$ cat config.mk
export PLATFORM = sky130hd
export DESIGN_NAME = fetch_unit
export DESIGN_NICKNAME = d
export VERILOG_FILES = /design/src/rtl/fetch_unit.sv
export SDC_FILE = /design/constraint.sdc
export NUM_CORES = 1
export LEC_CHECK = 0
export CORE_AREA = 2 2 112 168
export DETAILED_ROUTE_END_ITERATION = 7
export DIE_AREA = 0 0 114 170
export PLACE_DENSITY = 0.84
export SKIP_CTS_REPAIR_TIMING = 1
export SLEW_MARGIN = 40
export SYNTH_ARGS = -nofsm -noshare
export SYNTH_HDL_FRONTEND = slang
export SYNTH_SLANG_ARGS = --single-unit
$ cat constraint.sdc
create_clock -name clock -period 6.84 [get_ports clock]
set_input_delay 2.052 -clock clock [delete_from_list [all_inputs] [get_ports clock]]
set_output_delay 2.052 -clock clock [all_outputs]
set_load 0.01 [all_outputs]
$ cat src/rtl/fetch_unit.sv
// Instruction fetch: owns PC, tracks the 1-cycle cache response into IF/ID (PC at n -> ifid at n+2).
// Stall holds PC/IF-ID and parks one response in a skid entry; branch redirects/flushes; MISS_WORD halts.
module fetch_unit #(
   parameter logic [31:0] RESET_PC  = 32'h0000_1000,
   parameter int          PC_STEP   = 8,
   parameter logic [31:0] MISS_WORD = 32'hDEAD_BEEF
) (
   input  logic        clock,
   input  logic        reset,
   input  logic        stall,
   input  logic        branch_taken,
   input  logic [31:0] branch_target,
   output logic [31:0] PC,
   input  logic [31:0] instruction,
   output logic        ifid_valid,
   output logic [31:0] ifid_pc,
   output logic [31:0] ifid_instruction,
   output logic        ifid_fault,
   output logic        fetch_halted
);

   localparam logic [31:0] STEP = 32'(PC_STEP);

   logic [31:0] pc_q, pc_d;
   logic        req_valid_q, req_valid_d;
   logic [31:0] req_pc_q, req_pc_d;
   logic        skid_valid_q, skid_valid_d;
   logic [31:0] skid_pc_q, skid_pc_d;
   logic [31:0] skid_instr_q, skid_instr_d;
   logic        skid_fault_q, skid_fault_d;
   logic        ifid_valid_q, ifid_valid_d;
   logic [31:0] ifid_pc_q, ifid_pc_d;
   logic [31:0] ifid_instr_q, ifid_instr_d;
   logic        ifid_fault_q, ifid_fault_d;
   logic        halted_q, halted_d;

   logic issue;
   logic resp_fault;

   assign issue      = !stall && !halted_q && !branch_taken;
   assign resp_fault = (instruction == MISS_WORD);

   always_comb begin
      pc_d         = pc_q;
      req_valid_d  = 1'b0;
      req_pc_d     = req_pc_q;
      skid_valid_d = skid_valid_q;
      skid_pc_d    = skid_pc_q;
      skid_instr_d = skid_instr_q;
      skid_fault_d = skid_fault_q;
      ifid_valid_d = ifid_valid_q;
      ifid_pc_d    = ifid_pc_q;
      ifid_instr_d = ifid_instr_q;
      ifid_fault_d = ifid_fault_q;
      halted_d     = halted_q;

      if (branch_taken) begin
         // Redirect drops the in-flight response and anything parked in skid.
         pc_d         = branch_target & ~32'h7;
         skid_valid_d = 1'b0;
         ifid_valid_d = 1'b0;
         ifid_fault_d = 1'b0;
         halted_d     = 1'b0;
      end else begin
         if (issue) begin
            req_valid_d = 1'b1;
            req_pc_d    = pc_q;
            pc_d        = pc_q + STEP;
         end
         if (req_valid_q) begin
            if (resp_fault) begin
               halted_d = 1'b1;
            end
            if (!stall) begin
               ifid_valid_d = 1'b1;
               ifid_pc_d    = req_pc_q;
               ifid_instr_d = instruction;
               ifid_fault_d = resp_fault;
            end else begin
               skid_valid_d = 1'b1;
               skid_pc_d    = req_pc_q;
               skid_instr_d = instruction;
               skid_fault_d = resp_fault;
            end
         end else if (!stall) begin
            // Stall never lets a response and a full skid coincide, so draining here is safe.
            ifid_valid_d = skid_valid_q;
            if (skid_valid_q) begin
               ifid_pc_d    = skid_pc_q;
               ifid_instr_d = skid_instr_q;
               ifid_fault_d = skid_fault_q;
               skid_valid_d = 1'b0;
            end
         end
      end
   end

   always_ff @(posedge clock or posedge reset) begin
      if (reset) begin
         pc_q         <= RESET_PC;
         req_valid_q  <= 1'b0;
         req_pc_q     <= 32'h0;
         skid_valid_q <= 1'b0;
         skid_pc_q    <= 32'h0;
         skid_instr_q <= 32'h0;
         skid_fault_q <= 1'b0;
         ifid_valid_q <= 1'b0;
         ifid_pc_q    <= 32'h0;
         ifid_instr_q <= 32'h0;
         ifid_fault_q <= 1'b0;
         halted_q     <= 1'b0;
      end else begin
         pc_q         <= pc_d;
         req_valid_q  <= req_valid_d;
         req_pc_q     <= req_pc_d;
         skid_valid_q <= skid_valid_d;
         skid_pc_q    <= skid_pc_d;
         skid_instr_q <= skid_instr_d;
         skid_fault_q <= skid_fault_d;
         ifid_valid_q <= ifid_valid_d;
         ifid_pc_q    <= ifid_pc_d;
         ifid_instr_q <= ifid_instr_d;
         ifid_fault_q <= ifid_fault_d;
         halted_q     <= halted_d;
      end
   end

   assign PC               = pc_q;
   assign ifid_valid       = ifid_valid_q;
   assign ifid_pc          = ifid_pc_q;
   assign ifid_instruction = ifid_instr_q;
   assign ifid_fault       = ifid_fault_q;
   assign fetch_halted     = halted_q;

endmodule
Word level (Yosys, flattened, before mapping)
Cells that the tools add are included.
- register bits: 198
- word-level logic and storage cells: 63
- reduce and logical (&&, ||, !) cells: 16
- muxes and demuxes: 28
- bitwise gates (word level): 2
- add/subtract/negate cells: 1
- equal/unequal tests: 4
- operators by type and width (cell ; count):
    $mux 32 ; 10
    $add 32x4->32 const B ; 1
    $eq 32x32->1 const B ; 1
    $mux 1 ; 18
    $reduce_and 2->1 ; 4
    $reduce_bool 2->1 ; 4
    $reduce_and 3->1 ; 2
    $logic_not 1->1 ; 3
    $ne 3x1->1 const B ; 1
    $ne 3x3->1 const B ; 1
    $reduce_bool 3->1 ; 1
    $logic_and 1x1->1 ; 2
    $ne 2x1->1 const B ; 1
    $not 1->1 ; 2

Logic depth before layout (Yosys ltp)
- word-level depth: 5
- gate-level depth with buffers: 7

Worst setup path after synthesis
Ideal clock, no wire load.
- path type: input to register
- start point: input port stall
- end point: register pc_q[17] (netlist: PC[17])
- slack: 3420 ps
- data arrival time: 3338 ps
- cell stages on the path: 6
- buffers on the path: 2
- setup time: 82 ps
- cells stage by stage: clkbuf_1 nor2_2 nand4_1 clkbuf_1 or4_1 a31oi_1
- cells in the longest elaborated chain, start to end: 4
- ends and longest elaborated chain (what ; line ; source):
    start, declared ; 10 ; input logic stall,
    $logic_not 1->1 ; n/a ;
    $logic_and 1x1->1 (2 in series) ; 40 ; assign issue = !stall && !halted_q && !branch_taken;
    $reduce_bool 2->1 (no source line) ; n/a ;
    end signal, assigned ; 113 ; pc_q <= pc_d;
    end, declared ; 24 ; logic [31:0] pc_q, pc_d;
Every way passes these cells.
A chain may end at the register's enable or synchronous reset.

Final worst setup path
- start point: input port branch_taken
- end point: register skid_instr_q[5]
- cells in the longest elaborated chain, start to end: 2
- ends and longest elaborated chain (what ; line ; source):
    start, declared ; 11 ; input logic branch_taken,
    $not 1->1 (no source line) ; n/a ;
    $reduce_and 3->1 (no source line) ; n/a ;
    end signal, assigned ; 118 ; skid_instr_q <= skid_instr_d;
    end, declared ; 29 ; logic [31:0] skid_instr_q, skid_instr_d;
Every way passes these cells.

==> impl_metrics.env <==
export IMPL_drv_slew=0
export IMPL_synth_seq_cells=186
export IMPL_ys_types=45
export IMPL_vias=5972
export IMPL_p_int_uw=2300
export IMPL_crit_type="primary input to register"
export IMPL_die_area_um2=19400
export IMPL_finalClockSkew_ns=0.00890
export IMPL_grt_pass1_vias=5943
export IMPL_path_common_cell="buf_16"
export IMPL_period_share_pct=59.6
export IMPL_root_buffer="clkbuf_16"
export IMPL_wire_per_inst_um=17.6
export IMPL_crit_slowest_cell="inv_2"
export IMPL_critPathCaptureType="register"
export IMPL_finalWirelength_um=19000
export IMPL_cpLargestDelayFamily="buffers and inverters"
export IMPL_ys_seq_area_share_pct=56.6
export IMPL_grt_max_degree=102
export IMPL_status="completed"
export IMPL_rsz0062_at_grt="false"
export IMPL_start_util_pct=46.1
export IMPL_grt_antenna_before_repair=0
export IMPL_syn_avg_cell_area_um2=11.7
export IMPL_fin_setup_tns_ns=0
export IMPL_cts_num_sinks=186
export IMPL_syn_inst=705
export IMPL_worstSkewPairLatency_ns=0.42
export IMPL_path_clk_slew_ns=0.07
export IMPL_antenna_cells=0
export IMPL_netlist_area_um2=8230
export IMPL_finalSetupViolations=0
export IMPL_finalWorstSetupSlack_ns=2.77
export IMPL_max_clock_freq_ghz=0.245
export IMPL_overflow=0
export IMPL_synth_edf_count=0
export IMPL_dp_slack_ns=2.30
export IMPL_cts_buffers=17
export IMPL_ys_flop_type="dfrtp_1"
export IMPL_hold_violations=0
export IMPL_worst_path_buf_inv=5
export IMPL_grt_total_usage_pct=20.3
export IMPL_synthArstFlopShare_pct=100
export IMPL_ir_drop_mv=0.165
export IMPL_netSwitchingFraction_pct=29.0
export IMPL_vias_per_cell=5.55
export IMPL_htreeDepth=4
export IMPL_hp_class="register to register"
export IMPL_cts_tree="done"
export IMPL_comb_power_share_pct=24.3
export IMPL_cp_start_kind="primary input"
export IMPL_drive_gt1_share_pct=17.2
export IMPL_cts_buffer_depth=2
export IMPL_dieHeight_um=170
export IMPL_io_pins=167
export IMPL_fin_crit_ns=4.07
export IMPL_maxSlewHeadroom_pct=54.3
export IMPL_postRouteAntennaNets=0
export IMPL_worst_pin_slew_ns=0.686
export IMPL_floorplan_rows=60
export IMPL_power_frac_seq_pct=47.4
export IMPL_port_buffers=157
export IMPL_area_delta_synth_final_pct=28.6
export IMPL_drt_initial_drc_count=415
export IMPL_drc=0
export IMPL_pwr_share_clk_pct=28.2
export IMPL_hpwl_um=13100
export IMPL_required_ns=7.14
export IMPL_maxCapViolations=0
export IMPL_nets=916
export IMPL_p_leak_uw=0.00427
export IMPL_dieWidth_um=114
export IMPL_yosysWarnings=0
export IMPL_p_switching_uw=940
export IMPL_cp_cell_sequence="clkdlybuf4s50_1 > buf_4 > inv_2 > nand3_4 > buf_16 > buf_16 > mux2_2"
export IMPL_cp_max_fo=41
export IMPL_critPathMaxStageDelay_ns=0.43
export IMPL_power_density_nw_per_um2=306
export IMPL_worstPathArrival_ns=4.38
export IMPL_grt_pass1_wl_um=31000
export IMPL_core_area_um2=17900
export IMPL_drt_pass1_iterations=7
export IMPL_routabilityCongestion=0.797
[stage by stage]
| step | hold slack (ns) | total power (µW) | instance area [µm²] | instances | util [%] |
|---|---|---|---|---|---|
| detailed placement | 0.492 | 2350 | 10000 | 1045 | 56.2 |
| global route | 0.514 | 3420 | 10600 | 1077 | 59.2 |
| global placement | 0.474 | 2310 | 9970 | 1043 | 55.8 |
| CTS | 0.507 | 3270 | 10600 | 1077 | 59.2 |
| floorplan | 0.450 | 1930 | 8250 | 710 | - |
| finish | 0.506 | 3240 | 10600 | 1077 | 59.2 |
[per-layer routing]
layer	track usage, %	wire [µm]	part of all wire [%]	up-vias
li1	-	-	-	2808
met3	3.42	811	4.3	40
met4	8.64	561	3.0	0
met1	25.3	7740	41	2930
met5	0	0	0	-
met2	34.8	9880	52	194
[final timing paths]
path                       cells after the start  slack [ns]                 startpoint                                to
max                                            7        2.77               branch_taken       skid_instr_q[5]$_DFFE_PP0P_
min                                            1        0.51  skid_pc_q[11]$_DFFE_PP0P_         skid_pc_q[11]$_DFFE_PP0P_
max reg2reg                                    6        4.32      req_valid_q$_DFF_PP0_  ifid_instruction[10]$_DFFE_PP0P_
min reg2reg                                    1        0.51  skid_pc_q[11]$_DFFE_PP0P_         skid_pc_q[11]$_DFFE_PP0P_
max in group asynchronous                      3        3.91                      reset           req_pc_q[7]$_DFFE_PP0P_
min in group asynchronous                      2        2.01                      reset         skid_pc_q[25]$_DFFE_PP0P_
[worst register-to-register path: cells and delay by family, from the launching register on]
kind	cells	cell delay (ns)
AO/OA/AOI/OAI	2	0.45
buffers and inverters	2	1.14
flip-flops	1	0.59
AND/OR/NAND/NOR	2	0.27
[layout by cell type (no fill, tap or decap), drive strengths merged, types with 13 or more instances in the layout]
master | Yosys | routed
clkdlybuf4s50 | 0 | 157
mux2 | 90 | 90
a21oi | 66 | 66
o21ai | 15 | 15
a31oi | 13 | 13
nand4 | 13 | 13
nor2 | 80 | 80
or4 | 19 | 19
dfrtp | 185 | 185
clkbuf | 32 | 19
nand3 | 14 | 14
nand2 | 35 | 35
mux2i | 62 | 62
[sequential cells by signal, indices dropped and copies added, names as in the netlist, 29 cells and up]
register,cells
skid_pc_q,29
ifid_instruction,32
ifid_pc,29
PC,29
skid_instr_q,32
req_pc_q,29
[Yosys cell counts (2+ instances only)]
master       n  area (µm²)
dfrtp_1    185        4630
mux2_2      90        1010
nor2_1      79         297
a21oi_1     66         330
mux2i_1     62         621
nand2_1     35         131
clkbuf_1    32         120
or4_1       17         128
o21ai_0     15        75.1
a31oi_1     13        81.3
nand3_1     13        65.1
nand4_1     11        68.8
o31ai_1     10        75.1
buf_2        6        30.0
buf_4        6        45.0
nand4b_1     6        52.6
xor2_1       6        52.6
inv_1        5        18.8
nor4_1       5        31.3
buf_1        4        15.0
o211ai_1     4        30.0
xnor2_1      4        35.0
and2_1       2        12.5
and3_1       2        12.5
and4bb_2     2        25.0
nand4_2      2        25.0
nand4bb_1    2        22.5
or2_2        2        12.5
or3_1        2        12.5
or4_4        2        22.5
[cell families (layout without fill, tap and decap cells)]
family | count (synthesis) | count (layout) | synth area share, %
fa+ha+maj | 1 | 1 | 0.152
simple gates | 191 | 191 | 12.0
flops | 186 | 186 | 56.6
buf+inv | 53 | 203 | 2.78
compound gates | 111 | 111 | 7.50
other cells | 1 | 6 | 0.0456
mux | 152 | 152 | 19.9
xor+xnor | 10 | 10 | 1.06
[cell type report]
type | count | area [µm²]
Timing Repair Buffer | 166 | 1700
Clock buffer | 19 | 433
Sequential cell | 186 | 4660
Tap cell | 217 | 272
Multi-Input combinational cell | 471 | 3380
Fill cell | 1432 | 7290
Clock inverter | 13 | 110
Inverter | 5 | 22.5
[power by group through the flow]
stage,clock [µW],combinational (µW),sequential (µW)
after floorplan,0,356,1570
final,915,789,1540
after global routing,987,860,1570
after CTS,937,800,1540
after global placement,0,770,1540
after detailed placement,0,794,1560
Power figures use the tool's default switching activity.
==> edit 1 (same settings) <==
The parameter `RESET_PC` goes from 32'h0000_1000 to 32'h00000C00.
--- a/src/rtl/fetch_unit.sv
+++ b/src/rtl/fetch_unit.sv
@@ -2,5 +2,5 @@
 // Stall holds PC/IF-ID and parks one response in a skid entry; branch redirects/flushes; MISS_WORD halts.
 module fetch_unit #(
-   parameter logic [31:0] RESET_PC  = 32'h0000_1000,
+   parameter logic [31:0] RESET_PC  = 32'h00000C00,
    parameter int          PC_STEP   = 8,
    parameter logic [31:0] MISS_WORD = 32'hDEAD_BEEF
Function: changed (a bounded check fails within 4 cycles, from zero or initial values and one cycle with reset high).
==> edit 1 against the unedited design <==
Critical path depth down 1; synthesized cell count is the same; total power increased by 2.5%; first-iteration DRC count up 11%; register-to-register slack improved by 240 ps; cell count is essentially flat; die area is the same; routed wire length rose by 2.3%; combinational power is essentially flat; sequential cell count is the same; setup slack improved by 41 ps; sequential power hardly changed; final area grew 0.57%; area after synthesis hardly changed; critical path type unchanged; largest cell class unchanged.
==> edit 1: results (changes against the unedited design) <==
Final net count: 915 (-0.11%)
Internal power: 2350 uW (+2.0%)
Clk_skew: 19.3 ps (+10.4 ps)
Worst Path Arrival: 4360 ps (-20 ps)
First-pass GRT wire length: 31.8 mm (+2.8%)
Post-synthesis mux area share: 19.9% (about the same)
Fraction of area in multi-input gates: 31.8% (-0.18 points)
Commonest cells post-synth: 184 x dfrtp_1, 90 x mux2_2, 79 x nor2_1
GRT met3 Usage: 2.74% (-0.68 points)
CTS HTree Levels: 4 (unchanged)
Fillers: 1,437 (+0.35%)
Compound-Gate Fraction of Synth Area: 7.50% (about the same)
Wirelength per Cell: 18.1 microns (+2.4%)
R2R Setup Slk: 4560 ps (+240 ps)
Sink Count: 186 (unchanged)
Power Dens Cells: 312 nW/um^2 (+1.9%)
Total GRT Usage: 20.8% (+0.46 points)
Synth Area in Adders: 0.152% (about the same)
Total vias in the final route: 6,036 (+1.1%)
Placed insts: 1,044 (-0.096%)
Synth top area cells: dfrtp_1 56%, mux2_2 12%, mux2i_1 7.5%, a21oi_1 4.0%, nor2_1 3.6%
Max IR drop VDD: 0.148 mV (-9.8%)
Seq. cell area: 4660 sq um (about the same)
Fmax: 0.248 GHz (+1.0%)
Largest net degree at the start of global routing: 100 (-2.0%)
Worst-Margin Slew: 664 ps (-21.4 ps)
Layout cell share with drive strength beyond 1: 17.5% (+0.25 points)
Worst Setup EP: skid_instr_q[9]$_DFFE_PP0P_
CP max stage cell: nand3_4
Met2 wire len: 9.92 mm (+0.35%)
Grt met2 use: 35.6% (+0.83 points)
Repair and plain buffers: 165 (-0.60%)
Via density: 5.61 (+1.2%)
Cell area after layout: 10,600 sq um (+0.57%)
Synth Area in XOR/XNOR: 1.06% (about the same)
Utilization of the core after routing: 59.6% (+0.34 points)
Buffer share of cell area: 16.0% (-0.079 points)
Largest stage delay on the critical path: 520 ps (+90 ps)
Final ANT Viol Nets: 0 (unchanged)
Worst r2r dst: PC[19]$_DFFE_PP0N_
Combinational power: 790 uW (about the same)
Detailed Place HPWL: 13.3 mm (+1.2%)
Gpl congestion: 0.796 (-0.15%)
Netlist cell types: 45 (unchanged)
Number of clock buffers in the layout: 17 (-2)
Reg2reg start: PC[3]$_DFFE_PP0N_
Reg2Reg Depth: 5 (-1)
Pre-CTS setup slack: 2340 ps (+43.7 ps)
DRT Pass-1 Iters: 5 (-2)
Clk pwr: 993 uW (+8.5%)
Wl on met1: 7.92 mm (+2.4%)
Vias in the first global route: 6,294 (+5.9%)
Post-DP Area: 10,000 sq um (about the same)
Fraction of area in clock buffers and inverters: 5.64% (+0.51 points)
Grt met1 use: 25.3% (+0.036 points)
Detailed route wirelength on metal3: 805 microns (-0.74%)
Status: finished, final reports clean
Leak pwr: 0.00430 uW (+0.55%)
DRT iter0 DRCs: 462 (+11%)
-- edit 1: worst min path at each step --
| stage | depth (start not counted) | end | start | slack, ps |
|---|---|---|---|---|
| 4_1_cts | 2 | skid_fault_q$_DFFE_PP0P_ | skid_fault_q$_DFFE_PP0P_ | 510 |
| 6_report | 1 | skid_pc_q[15]$_DFFE_PP0P_ | skid_pc_q[15]$_DFFE_PP0P_ | 510 |
| 3_5_place_dp | 2 | skid_fault_q$_DFFE_PP0P_ | skid_fault_q$_DFFE_PP0P_ | 490 |
| 2_1_floorplan | 2 | skid_fault_q$_DFFE_PP0P_ | skid_fault_q$_DFFE_PP0P_ | 450 |
| 5_1_grt | 1 | skid_pc_q[24]$_DFFE_PP0P_ | skid_pc_q[24]$_DFFE_PP0P_ | 530 |
| 3_3_place_gp | 2 | skid_fault_q$_DFFE_PP0P_ | skid_fault_q$_DFFE_PP0P_ | 480 |
==> edit 2 (config.mk and constraints unchanged) <==
Made on the original files. Add an input register stage for `branch_target`, without a reset; this delays it by one clock. The other inputs are not delayed to match.
--- a/src/rtl/fetch_unit.sv
+++ b/src/rtl/fetch_unit.sv
@@ -21,4 +21,10 @@
 
    localparam logic [31:0] STEP = 32'(PC_STEP);
+
+   logic [31:0] branch_target_q;
+
+   always_ff @(posedge clock) begin
+      branch_target_q <= branch_target;
+   end
 
    logic [31:0] pc_q, pc_d;
@@ -57,5 +63,5 @@
       if (branch_taken) begin
          // Redirect drops the in-flight response and anything parked in skid.
-         pc_d         = branch_target & ~32'h7;
+         pc_d         = branch_target_q & ~32'h7;
          skid_valid_d = 1'b0;
          ifid_valid_d = 1'b0;
Behaviour: not the same (a bounded check fails within 4 cycles, from zero or initial values and one cycle with reset high).
==> edit 2 against the unedited design <==
Clock power rose by 25%; critical path type unchanged; first-iteration DRC count fell by 13%; critical endpoint is now PC[25]$_DFFE_PP0N_; largest cell class unchanged; total power rose by 13%; routed wire length rose by 0.81%; count of clock-buffer cells in the layout rose by 11; setup slack improved by 91 ps; final area rose by 7.2%; area after synthesis rose by 6.6%; sequential cell count rose by 29; non-clock buffer count rose by 2.
==> edit 2: results (changes against the unedited design) <==
Total vias in the final route: 6,059 (+1.5%)
Max IR drop VDD: 0.220 mV (+34%)
Post-synthesis mux area share: 18.6% (-1.2 points)
Netlist cell types: 48 (+6.7%)
Largest net degree at the start of global routing: 84 (-18%)
Layout cell share with drive strength beyond 1: 17.2% (-0.034 points)
Leak pwr: 0.00461 uW (+7.9%)
Compound-Gate Fraction of Synth Area: 7.02% (-0.48 points)
Sequential share of the synthesized area: 59.7% (+3.1 points)
DRT Pass-1 Iters: 4 (-3)
Vias in the first global route: 6,013 (+1.2%)
Avg Cell Area, Syn: 12.1 sq um (+3.4%)
Met2 wire len: 10.0 mm (+1.1%)
Gpl congestion: 0.814 (+2.1%)
Share of flip-flops with an asynchronous set or reset: 86.5% (-13 points)
Detailed Place HPWL: 13.1 mm (about the same)
Grt met1 use: 24.7% (-0.62 points)
Root Driver: clkbuf_16
Final net count: 941 (+2.7%)
Clk_lat worst skew: 480 ps (+60 ps)
GRT met3 Usage: 2.42% (-1.0 points)
Hold Path Class: reg2reg
Wirelength per Cell: 17.4 microns (-1.6%)
Ys Warns: 0 (unchanged)
Post-DP Area: 10,600 sq um (+6.1%)
Detailed route wirelength on metal3: 759 microns (-6.4%)
Clk_skew: 5.53 ps (-3.37 ps)
Switching share of power: 26.1% (-3.0 points)
Wl on met1: 7.76 mm (+0.32%)
CP max stage cell: clkdlybuf4s50_1
Clk buf depth: 3 (+1)
Synth top area cells: dfrtp_1 53%, mux2_2 12%, mux2i_1 7.1%, dfxtp_1 6.6%, a21oi_1 3.7%
Via density: 5.49 (-0.93%)
Crit-path max FO: 11 (-73%)
Grt met2 use: 34.7% (-0.10 points)
Worst-Margin Slew: 779 ps (+93.2 ps)
Pre-CTS setup slack: 2370 ps (+74.7 ps)
TritonCTS buffer count: 20 (+3)
Synth Area in XOR/XNOR: 1.10% (+0.034 points)
Commonest cells post-synth: 185 x dfrtp_1, 90 x mux2_2, 79 x nor2_1
Total GRT Usage: 19.7% (-0.62 points)
Status: finished, final reports clean
Synth Area in Adders: 0.143% (-0.0094 points)
DRT iter0 DRCs: 360 (-13%)
First-pass GRT wire length: 30.8 mm (-0.58%)
CTS HTree Levels: 1 (-3)
## edit 2: kinds of logic (layout without fill, tap and decap cells)
group | after synthesis | after routing
AOI/OAI and AO/OA | 112 | 112
DFF | 215 | 215
and+or+nand+nor | 179 | 179
muxes | 152 | 152
buffers and inverters | 56 | 209
adders and majority gates | 1 | 1
xor gates and xnor gates | 11 | 11
other | 1 | 7
## edit 2: layout make-up
class,instances,area [sq um]
tap,217,272
fill,1373,6530
clock buffer,30,609
clock inverter,5,77.6
antenna,1,2.50
multi-input combinational,461,3320
sequential,215,5240
timing repair buffer,168,1790
inverter,6,26.3
## edit 2: final timing paths
kind / startpoint / to / slack (ps) / cells past startpoint
min reg2reg: branch_target_q[12]$_DFF_P_ / PC[12]$_DFFE_PP1N_ / 420 / 2
min in group asynchronous: reset / ifid_instruction[5]$_DFFE_PP0P_ / 1970 / 3
max: stall / PC[25]$_DFFE_PP0N_ / 2860 / 5
min: branch_target_q[12]$_DFF_P_ / PC[12]$_DFFE_PP1N_ / 420 / 2
max reg2reg: req_valid_q$_DFF_PP0_ / skid_instr_q[17]$_DFFE_PP0P_ / 4180 / 4
max in group asynchronous: reset / req_valid_q$_DFF_PP0_ / 3870 / 5
## edit 2: power groups by stage
| stage | logic, uW | clock network [uW] | registers [uW] |
|---|---|---|---|
| after global routing | 868 | 1220 | 1750 |
| final | 793 | 1140 | 1720 |
| after floorplan | 354 | 0 | 1760 |
| after detailed placement | 800 | 0 | 1740 |
| after CTS | 807 | 1170 | 1720 |
| after global placement | 767 | 0 | 1720 |
## edit 2: worst max-delay path: cells and delay by family
family | cells | cell delay [ps]
AO/OA/AOI/OAI | 1 | 170
AND/OR/NAND/NOR | 3 | 1480
buffers and inverters | 1 | 680
